[config.mk]
export PLATFORM = sky130hd
export DESIGN_NAME = uart_tx_scheduler
export DESIGN_NICKNAME = d
export VERILOG_FILES = /design/src/rtl/uart_tx_scheduler.sv
export SDC_FILE = /design/constraint.sdc
export NUM_CORES = 1
export LEC_CHECK = 0
export ABC_AREA = 1
export BUFFER_PORTS_ARGS = -buffer_cell sky130_fd_sc_hd__buf_2
export CAP_MARGIN = 0
export CORE_ASPECT_RATIO = 1.2
export CORE_MARGIN = 3
export CORE_UTILIZATION = 50
export CTS_CLUSTER_DIAMETER = 150
export DETAILED_ROUTE_END_ITERATION = 10
export PLACE_DENSITY_LB_ADDON = 0.2
export SLEW_MARGIN = 20
export SYNTH_ARGS = -nofsm -noshare
export SYNTH_HDL_FRONTEND = slang
export SYNTH_SLANG_ARGS = --single-unit
[constraint.sdc]
create_clock -name clk_i -period 1.5 [get_ports clk_i]
set_input_delay 0 -clock clk_i [delete_from_list [all_inputs] [get_ports clk_i]]
set_output_delay 0 -clock clk_i [all_outputs]
set_load 0.01 [all_outputs]
[src/rtl/uart_tx_scheduler.sv]
`default_nettype none
// ============================================================================
// uart_tx_scheduler: shares one RS-232 TX line between two byte requesters.
// Each frame is start, 8 data bits LSB first, optional even parity, stop.
// Revision: 1.0
// ============================================================================
module uart_tx_scheduler #(
  parameter int DATA_W = 8
) (
  input  logic              clk_i,
  input  logic              reset_i,
  input  logic              baud_i,
  input  logic              parity_en_i,
  input  logic              req0_valid_i,
  input  logic [DATA_W-1:0] req0_data_i,
  output logic              req0_ready_o,
  input  logic              req1_valid_i,
  input  logic [DATA_W-1:0] req1_data_i,
  output logic              req1_ready_o,
  output logic              tx_o,
  output logic              busy_o,
  output logic [1:0]        owner_o
);

  typedef enum logic [2:0] {
    S_IDLE   = 3'd0,
    S_ALIGN  = 3'd1,
    S_START  = 3'd2,
    S_DATA   = 3'd3,
    S_PARITY = 3'd4,
    S_STOP   = 3'd5
  } state_t;

  state_t            state_q, state_d;
  logic              baud_q;
  logic              last_q, last_d;
  logic [DATA_W-1:0] shreg_q, shreg_d;
  logic              par_en_q, par_en_d;
  logic              par_bit_q, par_bit_d;
  logic [2:0]        cnt_q, cnt_d;
  logic              tx_q, tx_d;
  logic [1:0]        owner_q, owner_d;
  logic              busy_q;

  logic              w_tick;
  logic              w_grant0;
  logic              w_grant1;
  logic [DATA_W-1:0] w_sel_data;
  logic [2:0]        w_next_idx;

  assign w_tick     = baud_i & ~baud_q;
  // last_q names the requester served most recently; the other one wins a tie.
  assign w_grant0   = req0_valid_i & (~req1_valid_i | last_q);
  assign w_grant1   = req1_valid_i & (~req0_valid_i | ~last_q);
  assign w_sel_data = w_grant0 ? req0_data_i : req1_data_i;
  assign w_next_idx = cnt_q + 3'd1;

  assign req0_ready_o = (state_q == S_IDLE) & w_grant0 & ~reset_i;
  assign req1_ready_o = (state_q == S_IDLE) & w_grant1 & ~reset_i;
  assign tx_o         = tx_q;
  assign busy_o       = busy_q;
  assign owner_o      = owner_q;

  always_comb begin
    state_d   = state_q;
    last_d    = last_q;
    shreg_d   = shreg_q;
    par_en_d  = par_en_q;
    par_bit_d = par_bit_q;
    cnt_d     = cnt_q;
    tx_d      = tx_q;
    owner_d   = owner_q;
    case (state_q)
      S_IDLE: begin
        // A tick in the acceptance cycle is deliberately not consumed.
        if (w_grant0 | w_grant1) begin
          shreg_d   = w_sel_data;
          par_en_d  = parity_en_i;
          par_bit_d = ^w_sel_data;
          owner_d   = w_grant0 ? 2'b01 : 2'b10;
          last_d    = w_grant1;
          state_d   = S_ALIGN;
        end
      end
      S_ALIGN: begin
        if (w_tick) begin
          tx_d    = 1'b0;
          state_d = S_START;
        end
      end
      S_START: begin
        if (w_tick) begin
          tx_d    = shreg_q[0];
          cnt_d   = 3'd0;
          state_d = S_DATA;
        end
      end
      S_DATA: begin
        if (w_tick) begin
          if (cnt_q == 3'd7) begin
            if (par_en_q) begin
              tx_d    = par_bit_q;
              state_d = S_PARITY;
            end else begin
              tx_d    = 1'b1;
              state_d = S_STOP;
            end
          end else begin
            tx_d  = shreg_q[w_next_idx];
            cnt_d = w_next_idx;
          end
        end
      end
      S_PARITY: begin
        if (w_tick) begin
          tx_d    = 1'b1;
          state_d = S_STOP;
        end
      end
      S_STOP: begin
        if (w_tick) begin
          owner_d = 2'b00;
          state_d = S_IDLE;
        end
      end
      default: begin
        tx_d    = 1'b1;
        owner_d = 2'b00;
        state_d = S_IDLE;
      end
    endcase
  end

  always_ff @(posedge clk_i or posedge reset_i) begin
    if (reset_i) begin
      state_q   <= S_IDLE;
      baud_q    <= 1'b0;
      last_q    <= 1'b1;
      shreg_q   <= '0;
      par_en_q  <= 1'b0;
      par_bit_q <= 1'b0;
      cnt_q     <= 3'd0;
      tx_q      <= 1'b1;
      owner_q   <= 2'b00;
      busy_q    <= 1'b0;
    end else begin
      state_q   <= state_d;
      baud_q    <= baud_i;
      last_q    <= last_d;
      shreg_q   <= shreg_d;
      par_en_q  <= par_en_d;
      par_bit_q <= par_bit_d;
      cnt_q     <= cnt_d;
      tx_q      <= tx_d;
      owner_q   <= owner_d;
      busy_q    <= (state_d != S_IDLE);
    end
  end

endmodule
`default_nettype wire

==> metrics.csv, run 1 <==
stage;metric;value;unit
global_routing;grt_max_degree;21;
clock_tree;cts_root_buf;clkbuf_4;
timing;slew_viol_final;0;
synth;synth_fa_ha_area_share;2.38;%
final_layout;areaGrowthSynthToFinish;28.0;%
final_layout;fin_nets;306;
pwr;irDropWorstVdd;1170;µV
status;status;finished with violations;
timing;hold_viol;0;
timing;period_needed;1.58;ns
synth;synth_compound_area_share;10.8;%
timing;setup_slack;-0.0808;ns
clock_tree;clock_sinks;22;
place;gp_congestion;0.768;
synth;ys_seq_area_share;35.1;%
route;postRouteAntennaNets;0;
global_routing;grt_use_total;19.0;%
die;dieArea;3870;µm²
timing;max_freq;633;MHz
final_layout;drive_above_1_share;29.6;%
die;std_cell_rows;21;
timing;setup_viol;2;
route;drt-wirelength-per-cell;11.4;µm
die;chipHeight;67.5;µm
synth;synth_top_family_by_area;simple AND/OR/NAND/NOR gates;
timing;fin_crit_sh;105;%
final_layout;layout_commonest_cell;nand2_1;
die;die_width;57.3;µm
pwr;leakagePower;1.12;nW
clock_tree;cts.clk_slew.worst_paths;0.14;ns
worst_setup_path;worstSetupPathType;flop to flop;
synth;ys_seq_elements;22;
worst_setup_path;required;1.74;ns
final_layout;stdcell_count;314;
route;num_vias;1641;
synth;ys_types;24;
route;first_pass_iters;4;
synth;synthMuxAreaShare;0;%
die;initial_core_util;54.5;%
final_layout;postLayoutCoreUtil;69.8;%
pwr;p_total;0.00326;W
place;dp_cells;299;
final_layout;layout_common_cells;nand2_1, inv_1, nand3_1, buf_2, dfrtp_1;
clock_tree;cts_tree;yes;
route;drc;0;
synth;synth_area_leaders;dfrtp_1, nand2_1, nand3_1, inv_1, o21ai_0;
synth;synth-simple-area-share;39.2;%
synth;synth.net_count;259;
timing;tightest_slew;0.294;ns
die;ios;28;
place;dp_hpwl;2.67;mm
route;routed_wl;3.58;mm
clock_tree;htreeDepth;1;
pwr;power_density;1620;nW/µm²
worst_setup_path;endpoint_kind;flop;
run;drv_cap;0;
synth;synth_xor_area_share;0;%
clock_tree;cts_buffer_depth;2;
worst_setup_path;start_kind;flop;
route;vias_per_cell;5.23;
global_routing;grt_pass1_vias;1466;
min_path;min_path_type;input port to flop;
timing;rsz0062_at_grt;true;
clock_tree;cts_buffers;3;
global_routing;overflow;0;
synth;ys_warn_count;0;
worst_setup_path;crit_path_max_fanout;7;
place;port_buffers;27;
synth;syn_inst;234;
route;drt-initial-drc-count;36;
synth;syn_avg_cell_area;6.74;µm²
status;violations;negative setup slack;
final_layout;antenna_cells;0;
synth;synth_largest_area_cell;dfrtp_1;
global_routing;antenna_found_initial;0;
timing;finClkSkew;0.0223;ns
synth;synth_top_area_share;31.7;%
worst_setup_path;cp.arrival;1.83;ns
die;core_region_area;2890;µm²
global_routing;grt_pass1_wl;5.96;mm
timing;relSlewSlack;80.4;%
synth;synth_area;1580;µm²
clock_tree;clock_latency;0.32;ns
## repair_timing
item	4_1_cts	5_1_grt
endpoints found under the setup margin	3	16
hold buffers	3	0
pin swaps	4	13
hold endpoints to repair	23	0
buffers inserted	3	5
gates cloned	0	0
gates resized for setup	8	16
## kinds of logic after synthesis
| family | Yosys count |
|---|---|
| AOI/OAI and AO/OA | 30 |
| adders and majority gates | 3 |
| buffers and inverters | 43 |
| DFF | 22 |
| and+or+nand+nor | 136 |
## Yosys cell counts
| library cell | n |
|---|---|
| a211oi_2 | 1 |
| a21oi_1 | 5 |
| a22oi_1 | 1 |
| a31oi_1 | 1 |
| buf_2 | 2 |
| buf_4 | 1 |
| buf_6 | 4 |
| clkbuf_1 | 1 |
| dfrtp_1 | 20 |
| dfstp_2 | 2 |
| ha_1 | 3 |
| inv_1 | 33 |
| inv_2 | 2 |
| nand2_1 | 80 |
| nand2_2 | 3 |
| nand2_4 | 1 |
| nand3_1 | 29 |
| nand3_2 | 5 |
| nand3b_1 | 6 |
| nor2_1 | 11 |
| nor2_2 | 1 |
| o2111a_1 | 1 |
| o211ai_1 | 1 |
| o21ai_0 | 20 |
## state kept, by name (all words and copies together) (netlist names)
| signal | cells |
|---|---|
| tx_o | 1 |
| last_q | 1 |
| owner_o | 2 |
| cnt_q | 3 |
| shreg_q | 8 |
| par_bit_q | 1 |
| state_q | 3 |
| busy_o | 1 |
| par_en_q | 1 |
| baud_q | 1 |
## worst max-delay path, stage by stage, from the launching register on
cell and delay [ns]:
dfstp_2 0.56, inv_2 0.05, nand2_4 0.10, buf_6 0.13, nand3_2 0.05, nand2_1 0.12
nand2_2 0.06, nand2_2 0.09, inv_2 0.05, nand2_2 0.05, nand2_1 0.04, nand2_1 0.06
nand3_2 0.07, nand2_1 0.07
## cell type report
type                       count  area (µm²)
timing repair buffer          50         348
clock inverter                 1        30.0
clock buffer                   3        22.5
sequential                    22         553
tap                           34        42.5
multi-input combinational    169         891
inverter                      35         131
fill                         272         872
## report_power, final
group | leakage (nW) | switching [W] | internal (W) | total [W]
clock network | 0.0279 | 0.000186 | 0.000270 | 0.000457
logic | 0.831 | 0.000975 | 0.000790 | 0.00176
registers | 0.264 | 0.000177 | 0.000866 | 0.00104
total | 1.12 | 0.00134 | 0.00193 | 0.00326
## path summary, 6_finish.rpt
kind                                          from                      to  slack [ns]  cells after the start
worst min-delay path                  req1_valid_i      last_q$_DFFE_PP1P_        0.04                      3
max in group asynchronous                  reset_i        tx_o$_DFFE_PP1P_        0.89                      4
worst max-delay path            last_q$_DFFE_PP1P_   par_bit_q$_DFFE_PP0P_       -0.08                     13
min in group asynchronous                  reset_i  owner_o[0]$_DFFE_PP0P_        0.09                      3
worst max register to register  last_q$_DFFE_PP1P_   par_bit_q$_DFFE_PP0P_       -0.08                     13
worst min register to register    tx_o$_DFFE_PP1P_        tx_o$_DFFE_PP1P_        0.50                      2
## through the flow
| step | worst slack [ns] | cell area, µm² | hold slack, ns | TNS, ns |
|---|---|---|---|---|
| floorplan | 0.0647 | 1580 | -0.0123 | 0 |
| global placement | -0.0217 | 1800 | -0.112 | -0.0217 |
| detailed placement | -0.0619 | 1800 | -0.117 | -0.0619 |
| CTS | -0.0314 | 1930 | 0.0315 | -0.0314 |
| global route | -0.255 | 2020 | 0.0394 | -0.717 |
| finish | -0.0808 | 2020 | 0.0370 | -0.157 |
## layer usage
layer	wire length [µm]	part of all wire [%]	global-route usage (%)
met1	1530	43	23.1
met2	1880	52	35.1
met3	121	3.4	1.15
met4	55	1.5	7.25
met5	0	0	0
Power figures use the tool's default switching activity.
==> inputs of run 2 (changes only) <==
BUFFER_PORTS_ARGS = unset   (was -buffer_cell sky130_fd_sc_hd__buf_2)
CORE_UTILIZATION = 52   (was 50)
DONT_BUFFER_PORTS = 1   (was unset)
==> run 2 against run 1 <==
Compared with the run above: largest cell class unchanged; clock-buffer cell count did not move; flip-flop and latch count did not move; register-to-register slack gained 0.06 ns; design area fell by 5.2%; utilization fell by 2.4 points; die area down 3.5%; the run ends with negative hold slack, negative setup slack left; sequential power is essentially flat; sequential share of layout area rose by 1.5 points; power down 4.0%.
==> metrics.csv, run 2 (same netlist as run 1, synthesis figures left out) <==
stage;metric;value;unit;change
status;status;finished with violations;;
status;violations;negative hold slack, negative setup slack;;
worst_setup_path;start_kind;flop;;
die;dieArea;3730;µm²;-3.5%
final_layout;fin_nets;286;;-6.5%
place;port_buffers;0;;-100%
worst_setup_path;required;1.72;ns;-0.02 ns
worst_setup_path;cp.arrival;1.74;ns;-0.09 ns
clock_tree;holdBufCountCts;6;;+3
worst_setup_path;crit_path_max_fanout;4;;-3
route;routed_wl;3.21;mm;-10%
die;std_cell_rows;21;;unchanged
timing;finClkSkew;0.0213;ns;-0.000934 ns
global_routing;grt_pass1_vias;1347;;-8.1%
die;initial_core_util;55.6;%;+1.0 points
min_path;min_path_type;input port to flop;;
route;first_pass_iters;4;;unchanged
final_layout;largest_reg_flops;8;;unchanged
route;vias_per_cell;4.98;;-4.7%
global_routing;grt_max_degree;23;;+9.5%
worst_setup_path;critPathBufInv;2;;-1
die;chipHeight;66.3;µm;-1.8%
final_layout;areaGrowthSynthToFinish;21.3;%;
final_layout;multi_input_area;875;µm²;-1.8%
route;drt-initial-drc-count;42;;+17%
timing;setup_viol;1;;-1
clock_tree;clock_latency;0.33;ns;about the same
die;ios;28;;unchanged
worst_setup_path;crit_family;simple AND/OR/NAND/NOR gates;;
timing;rsz0062_at_grt;true;;
clock_tree;clock_sinks;22;;unchanged
clock_tree;cts.clk_slew.worst_paths;0.14;ns;about the same
timing;whs;-0.116;ns;-0.153 ns
route;drt-wirelength-per-cell;10.9;µm;-4.1%
clock_tree;cts_buffer_depth;2;;unchanged
timing;slew_viol_final;0;;unchanged
final_layout;drive_above_1_share;22.7;%;-7.0 points
final_layout;layout_commonest_cell;nand2_1;;
global_routing;antenna_found_initial;0;;unchanged
die;die_width;56.3;µm;-1.7%
final_layout;ff_latch_area;553;µm²;unchanged
clock_tree;htreeDepth;1;;unchanged
global_routing;overflow;0;;unchanged
global_routing;grt_use_total;18.2;%;-0.78 points
route;num_vias;1465;;-11%
timing;setup_slack;-0.0253;ns;+0.0555 ns
clock_tree;cts_tree;yes;;
pwr;irDropWorstVdd;1130;µV;-3.5%
pwr;power_density;1640;nW/µm²;+1.2%
final_layout;regMostFlops;shreg_q;;
place;dp_hpwl;2.50;mm;-6.6%
timing;period_needed;1.53;ns;-0.0555 ns
place;gp_congestion;0.804;;+4.8%
die;core_region_area;2840;µm²;-1.8%
clock_tree;cts_buffers;3;;unchanged
route;postRouteAntennaNets;0;;unchanged
pwr;leakagePower;1.03;nW;-8.1%
clock_tree;cts_root_buf;clkbuf_4;;
final_layout;design_area;1910;µm²;-5.2%
timing;relSlewSlack;82.2;%;+1.8 points
final_layout;antenna_cells;0;;unchanged
final_layout;n_fill_cell;244;;-10%
worst_setup_path;path_cells;nand2_1 -> buf_4 -> nand3_1 -> nand2_1 -> nand2_1 -> nand2_2 -> inv_2 -> nand2_1 -> nand2_1 -> nand2_1 -> nand3_1 -> nand2_1;;
worst_setup_path;critical-path-slowest-cell;dfstp_2;;
place;place_area;1670;µm²;-7.2%
final_layout;layout_common_cells;nand2_1, inv_1, nand3_1;;
timing;fin_crit_sh;102;%;-3.7 points
timing;hold_viol;6;;+6
worst_setup_path;slowest_delay;0.57;ns;about the same
run;drv_cap;0;;unchanged
route;drc;0;;unchanged
timing;max_freq;656;MHz;+3.6%
final_layout;reg_top3;shreg_q (8), cnt_q (3), state_q (3);;
worst_setup_path;crit_top_cell;nand2_1;;
worst_setup_path;endpoint_kind;flop;;
worst_setup_path;worstSetupPathType;flop to flop;;
timing;tightest_slew;0.264;ns;-0.0303 ns
worst_setup_path;r2r_slack;-0.03;ns;+0.06 ns
global_routing;grt_pass1_wl;5.61;mm;-5.9%
==> run 2: final cells by class <==
type | instances | area share [%]
clock buffers | 3 | 1.18
multi-input cells | 169 | 45.7
inverters | 35 | 6.87
repair buffers | 30 | 13.5
flip-flops and latches | 22 | 28.9
well taps | 34 | 2.22
clock inverters | 1 | 1.57
==> run 2: path summary, 6_finish.rpt <==
check                                  startpoint                     end  cells after the start
max                            last_q$_DFFE_PP1P_   par_bit_q$_DFFE_PP0P_                     12
max in group asynchronous                 reset_i        tx_o$_DFFE_PP1P_                      3
min reg2reg                shreg_q[0]$_DFFE_PP0P_  shreg_q[0]$_DFFE_PP0P_                      2
min                                  req0_valid_i  owner_o[0]$_DFFE_PP0P_                      2
max reg2reg                    last_q$_DFFE_PP1P_   par_bit_q$_DFFE_PP0P_                     12
min in group asynchronous                 reset_i  owner_o[0]$_DFFE_PP0P_                      3
==> run 2: through the flow <==
step | utilization, % | setup slack (ns) | instances | power [W] | setup TNS (ns)
floorplan | - | 0.0647 | 234 | 0.00210 | 0
global placement | 59.0 | -0.00272 | 276 | 0.00245 | -0.00272
detailed placement | 59.0 | -0.0309 | 276 | 0.00246 | -0.0309
CTS | 64.7 | -0.0314 | 289 | 0.00301 | -0.0314
global route | 67.4 | -0.155 | 294 | 0.00343 | -0.201
finish | 67.4 | -0.0253 | 294 | 0.00313 | -0.0253
==> run 2: power by group <==
part	internal, W	leakage (nW)	total (W)	switching [W]
Sequential	0.000867	0.264	0.00105	0.000184
Clock	0.000270	0.0279	0.000468	0.000198
Combinational	0.000732	0.741	0.00161	0.000881
Total	0.00187	1.03	0.00313	0.00126
==> run 2: timing repair <==
action                                  CTS  global route
endpoints found under the setup margin    1            15
setup buffers                             3             5
pin swaps                                 5             7
gates resized for setup                   9            19
hold endpoints to repair                 32             5
==> run 2: per-layer routing <==
metal,GRT usage [%],up-vias,part of all wire [%]
li1,-,795,-
met1,24.6,636,47
met2,31.3,30,48
met3,1.56,4,3.7
met4,4.75,0,0.93
met5,0,-,0
